--- config.mk ---
export PLATFORM = sky130hd
export DESIGN_NAME = truth_table_scanner
export DESIGN_NICKNAME = d
export VERILOG_FILES = /design/src/rtl/truth_table_scanner.sv
export SDC_FILE = /design/constraint.sdc
export NUM_CORES = 1
export LEC_CHECK = 0
export ABC_AREA = 1
export CAP_MARGIN = 5
export CELL_PAD_IN_SITES_DETAIL_PLACEMENT = 0
export CELL_PAD_IN_SITES_GLOBAL_PLACEMENT = 1
export CORE_AREA = 10 10 71 73
export CTS_CLUSTER_DIAMETER = 60
export DETAILED_ROUTE_END_ITERATION = 8
export DIE_AREA = 0 0 81 83
export DONT_BUFFER_PORTS = 1
export PLACE_DENSITY_LB_ADDON = 0.1
export RECOVER_POWER = 25
export SLEW_MARGIN = 20
export SYNTH_ARGS = -nofsm -noshare
export SYNTH_HDL_FRONTEND = slang
export SYNTH_SLANG_ARGS = --single-unit
--- constraint.sdc ---
create_clock -name clk -period 2.35 [get_ports clk]
set_clock_uncertainty 0.1 [all_clocks]
set_input_delay 0.47 -clock clk [delete_from_list [all_inputs] [get_ports clk]]
set_output_delay 0.47 -clock clk [all_outputs]
set_load 0.005 [all_outputs]
--- src/rtl/truth_table_scanner.sv ---
// Exhaustive stimulus/compare stage for a small combinational block: walks every input
// vector, samples the response and records mismatches. Optional: TT_SCAN_STOP_ON_ERR_EN.
module truth_table_scanner #(
   parameter int                     N_IN          = 3,
   parameter logic [(2**N_IN)-1:0]   REF_TABLE     = 8'h36,
   parameter int                     SETTLE_CYCLES = 2
) (
   input  logic                  clk,
   input  logic                  rst_n,
   input  logic                  start_i,
   output logic [N_IN-1:0]       vec_o,
   input  logic                  dut_r_i,
   output logic                  busy_o,
   output logic                  done_o,
   output logic [(2**N_IN)-1:0]  mismatch_mask_o,
   output logic [N_IN:0]         err_cnt_o,
   output logic                  first_err_vld_o,
   output logic [N_IN-1:0]       first_err_idx_o
);

   localparam logic [N_IN-1:0] LAST_IDX = '1;
   localparam logic [7:0]      SETTLE   = 8'(SETTLE_CYCLES);

`ifdef TT_SCAN_STOP_ON_ERR_EN
   localparam logic STOP_ON_ERR = 1'b1;
`else
   localparam logic STOP_ON_ERR = 1'b0;
`endif

   typedef enum logic [1:0] {IDLE, HOLD, SAMPLE, DONE} state_t;

   state_t                 state_q, state_d;
   logic [N_IN-1:0]        vec_q, vec_d;
   logic [7:0]             cnt_q, cnt_d;
   logic [(2**N_IN)-1:0]   mask_q, mask_d;
   logic [N_IN:0]          err_q, err_d;
   logic                   vld_q, vld_d;
   logic [N_IN-1:0]        idx_q, idx_d;
   logic                   mismatch;

   // Case inequality so an X/Z response is reported as a failure rather than masked.
   assign mismatch = (dut_r_i !== REF_TABLE[vec_q]);

   // A vector is sampled after SETTLE hold cycles; with no settle time HOLD is skipped.
   function automatic state_t first_wait_state();
      return (SETTLE == 8'd0) ? SAMPLE : HOLD;
   endfunction

   // NOTE: every *_d gets a default (its current value) first, so no path through the
   // case leaves a signal unassigned and no latch is inferred.
   always_comb begin
      state_d = state_q;
      vec_d   = vec_q;
      cnt_d   = cnt_q;
      mask_d  = mask_q;
      err_d   = err_q;
      vld_d   = vld_q;
      idx_d   = idx_q;

      case (state_q)
         IDLE: begin
            if (start_i) begin
               vec_d   = '0;
               cnt_d   = SETTLE;
               mask_d  = '0;
               err_d   = '0;
               vld_d   = 1'b0;
               idx_d   = '0;
               state_d = first_wait_state();
            end
         end

         HOLD: begin
            if (cnt_q <= 8'd1) begin
               cnt_d   = 8'd0;
               state_d = SAMPLE;
            end else begin
               cnt_d   = cnt_q - 8'd1;
            end
         end

         SAMPLE: begin
            if (mismatch) begin
               mask_d[vec_q] = 1'b1;
               err_d         = err_q + 1'b1;
               if (!vld_q) begin
                  vld_d = 1'b1;
                  idx_d = vec_q;
               end
            end
            if (vec_q == LAST_IDX || (STOP_ON_ERR && mismatch)) begin
               state_d = DONE;
            end else begin
               vec_d   = vec_q + 1'b1;
               cnt_d   = SETTLE;
               state_d = first_wait_state();
            end
         end

         DONE:    state_d = IDLE;
         default: state_d = IDLE;
      endcase
   end

   // NOTE: sequential state uses non-blocking assignments so every register samples the
   // pre-edge values computed above, independent of statement order.
   always_ff @(posedge clk or negedge rst_n) begin
      if (!rst_n) begin
         state_q <= IDLE;
         vec_q   <= '0;
         cnt_q   <= '0;
         mask_q  <= '0;
         err_q   <= '0;
         vld_q   <= 1'b0;
         idx_q   <= '0;
      end else begin
         state_q <= state_d;
         vec_q   <= vec_d;
         cnt_q   <= cnt_d;
         mask_q  <= mask_d;
         err_q   <= err_d;
         vld_q   <= vld_d;
         idx_q   <= idx_d;
      end
   end

   assign vec_o           = vec_q;
   assign busy_o          = (state_q == HOLD) || (state_q == SAMPLE);
   assign done_o          = (state_q == DONE);
   assign mismatch_mask_o = mask_q;
   assign err_cnt_o       = err_q;
   assign first_err_vld_o = vld_q;
   assign first_err_idx_o = idx_q;

endmodule
==> results.py <==
metrics = {
    "drt": {
        "detail_route.wirelength_um": 3806,
        "antenna_left": 0,
        "vias": 1370,
        "viasPerCell": 5.229,
        "drt_iter0_drc": 111,
        "first_pass_iters": 4,
        "wire_per_inst_um": 14.53,
        "drt_drc_violations_left": 0,
    },
    "power": {
        "p_sw_share_pct": 44.86,
        "leakagePower_nw": 0.9967,
        "pwr-share-seq_pct": 30.6,
        "comb_power_share_pct": 47.2,
        "total_power_mw": 2.408,
        "vdd_drop_max_mv": 0.6415,
        "power.clock.fraction_pct": 22.2,
        "intPower_mw": 1.328,
        "power_density_mw_per_mm2": 1218,
        "p_switching_mw": 1.080,
    },
    "global_routing": {
        "first_global_vias": 1300,
        "grt_usage_pct": 11.85,
        "grt_max_degree": 30,
        "grt_antenna_before_repair": 0,
        "gr-total-overflow": 0,
        "grt_pass1_wl_um": 6465,
    },
    "synthesis": {
        "synth_most_common_cell": "nand2_1",
        "synth_cell_types": 29,
        "syn_nets": 221,
        "ys_ff_latch": 29,
        "synth.avg_cell_area_um2": 8.867,
        "async_reset_ff_share_pct": 100.0,
        "synth_area_leaders": "dfrtp_1 (40%), nand2_1 (7.6%), ha_1 (6.8%), nand2_2 (5.8%), o21ai_2 (5.2%)",
        "synth_common_cells": "nand2_1 (37), dfrtp_1 (29), nor2_1 (20)",
        "netlist_instances": 207,
        "yosysWarnings": 0,
        "yosysTopAreaCell": "dfrtp_1",
        "syn-cell-area_mm2": 0.001836,
        "synthFlopType": "dfrtp_1",
        "netlist.area_leader.share_pct": 39.54,
        "synth-seq-area-share_pct": 39.54,
        "synth-edff-count": 0,
    },
    "finish": {
        "diodes": 0,
        "nets": 227,
        "drive_gt1_share_pct": 28.04,
        "synthToLayoutAreaGrowth_pct": 7.703,
    },
    "cts": {
        "cts.sinks": 29,
        "cts_root_buf": "clkbuf_8",
        "clockBufferDepth": 2,
        "clkLatencyLatePin_ns": 0.28,
        "cts_resized": 0,
        "h-tree-depth": 2,
        "cts_buffers": 5,
        "cts_tree": "done",
        "path_clk_slew_ns": 0.06,
    },
    "min_path": {
        "hold_class": "in -> reg",
    },
    "setup_path": {
        "cp-start-kind": "primary input",
        "critPathBufInv": 2,
        "critPathKind": "in -> async",
        "crit_slowest_cell": "dlymetal6s2s_1",
        "worstSetupEndpointType": "asynchronous set/reset pin",
        "required_ns": 2.42,
        "cp.arrival_ns": 2.03,
        "crit_path_max_incr_delay_ns": 1.00,
        "path_cells": "dlygate4sd3_1, dlymetal6s2s_1",
        "crit_fanout": 29,
        "crit_family": "buffers and inverters",
    },
    "floorplanning": {
        "die_h_um": 83,
        "fp-row-count": 22,
        "die_x_um": 81,
        "start_util_pct": 50.52,
        "dieArea_mm2": 0.006723,
        "ios": 25,
        "core_area_mm2": 0.003633,
    },
    "timing": {
        "setup-tns-final_ns": 0,
        "min_period_ns": 1.961,
        "finalCritPeriodShare_pct": 83.45,
        "drv_slew": 0,
        "relSlewSlack_pct": 10.74,
        "finalSetupViolCount": 0,
        "max_freq_mhz": 509.9,
        "rsz0062_at_grt": "no",
        "tightestPinTransition_ns": 1.337,
        "final_hold_viol_count": 0,
    },
    "placement": {
        "dp_hpwl_um": 2833,
        "gp_congestion": 0.7697,
        "port_buffers": 0,
    },
    "job": {
        "drv_cap": 0,
    },
    "outcome": {
        "status": "completed",
    },
}
[kinds of logic (layout without fill, tap and decap cells)]
group | count (synthesis) | count (layout) | share of synthesized area, %
AND/OR/NAND/NOR | 105 | 105 | 32.04
AO/OA/AOI/OAI | 30 | 30 | 11.32
buffers and inverters | 30 | 37 | 8.861
flip-flops | 29 | 29 | 39.54
adder cells (fa/ha/maj) | 10 | 10 | 6.817
XOR/XNOR | 3 | 3 | 1.432
[cell usage in the layout, fill, tap and decap left out]
cell            netlist  final
xnor2_1               1      1
o21ai_0              10     10
clkbuf_1              0      1
a31oi_1               1      1
clkinv_1              1      1
nand2_2              17     17
ha_1                 10     10
nand4_1               5      5
clkbuf_8              1      6
nor3b_2               1      1
buf_4                 0      1
nand2_1              37     37
nor3_1                3      3
nand3_1              10     10
inv_1                18     18
dlygate4sd3_1         0      1
nand3_2               1      1
o21ai_2              11     11
bufinv_16             0      1
nor2_1               20     20
nor2_4                1      1
nand3_4               2      2
o21ai_1               3      3
xor2_1                2      2
inv_2                 7      7
a21oi_1               1      1
nor2_2                1      1
dfrtp_1              29     29
nand2_4               5      5
dlymetal6s2s_1        0      1
nor2_8                2      2
a31o_2                4      4
[metrics by stage]
| stage | utilization (%) | worst slack [ns] | std cells | hold slack, ns | cell area (um2) |
|---|---|---|---|---|---|
| final | 54.41 | 0.3890 | 262 | 0.3794 | 1977 |
| after CTS | 54.61 | 0.3993 | 262 | 0.3752 | 1984 |
| after detailed placement | 50.59 | 0.4071 | 252 | 0.07546 | 1838 |
| after global routing | 54.41 | 0.1460 | 262 | 0.4136 | 1977 |
| after floorplan | - | 0.7654 | 207 | 0.07441 | 1836 |
| after global placement | 50.59 | 0.5069 | 252 | 0.07557 | 1838 |
[power groups by stage]
| stage | clock [mW] | combinational [mW] | sequential (mW) |
|---|---|---|---|
| floorplan | 0 | 1.07 | 0.713 |
| global placement | 0 | 1.10 | 0.746 |
| detailed placement | 0 | 1.13 | 0.750 |
| CTS | 0.552 | 1.15 | 0.741 |
| global route | 0.567 | 1.30 | 0.762 |
| finish | 0.534 | 1.14 | 0.738 |
[flip-flops by register name (all words and copies together), names as in the netlist]
register	flops
cnt_q	8
err_cnt_o	4
first_err_idx_o	3
mismatch_mask_o	8
vec_o	3
first_err_vld_o	1
state_q	2
[final timing paths]
| kind | depth (start not counted) | start | end | slack [ns] |
|---|---|---|---|---|
| setup / recovery | 2 | rst_n | cnt_q[6] | 0.39 |
| hold / removal | 4 | start_i | state_q[1] | 0.38 |
| setup reg to reg | 7 | state_q[0] | mismatch_mask_o[4] | 0.42 |
| hold reg to reg | 3 | cnt_q[6] | cnt_q[6] | 0.42 |
| max in group clk | 7 | state_q[0] | mismatch_mask_o[4] | 0.42 |
| min in group asynchronous | 2 | rst_n | cnt_q[3] | 0.97 |
[area by class of cell]
class,count,area (um2)
Multi-Input combinational cell,148,947.2
Fill cell,350,1657
Tap cell,48,60.06
Sequential cell,29,725.7
Clock buffer,7,86.33
Timing Repair Buffer,3,30.03
Inverter,26,97.59
Clock inverter,1,30.03
[metal layers]
layer  routed length [um]  global-route usage, %  vias to the layer above
li1                     -                      -                      674
met5                    0                      0                        -
met3                  341                  6.034                        5
met2                 1709                  15.78                       39
met1                 1704                  15.82                      652
met4                   51                  4.225                        0
[what timing repair did]
action | in CTS | in global routing
endpoints found under the hold margin | 29 | 0
setup buffers | 0 | 0
hold buffers | 2 | 0
Power figures use the tool's default switching activity.
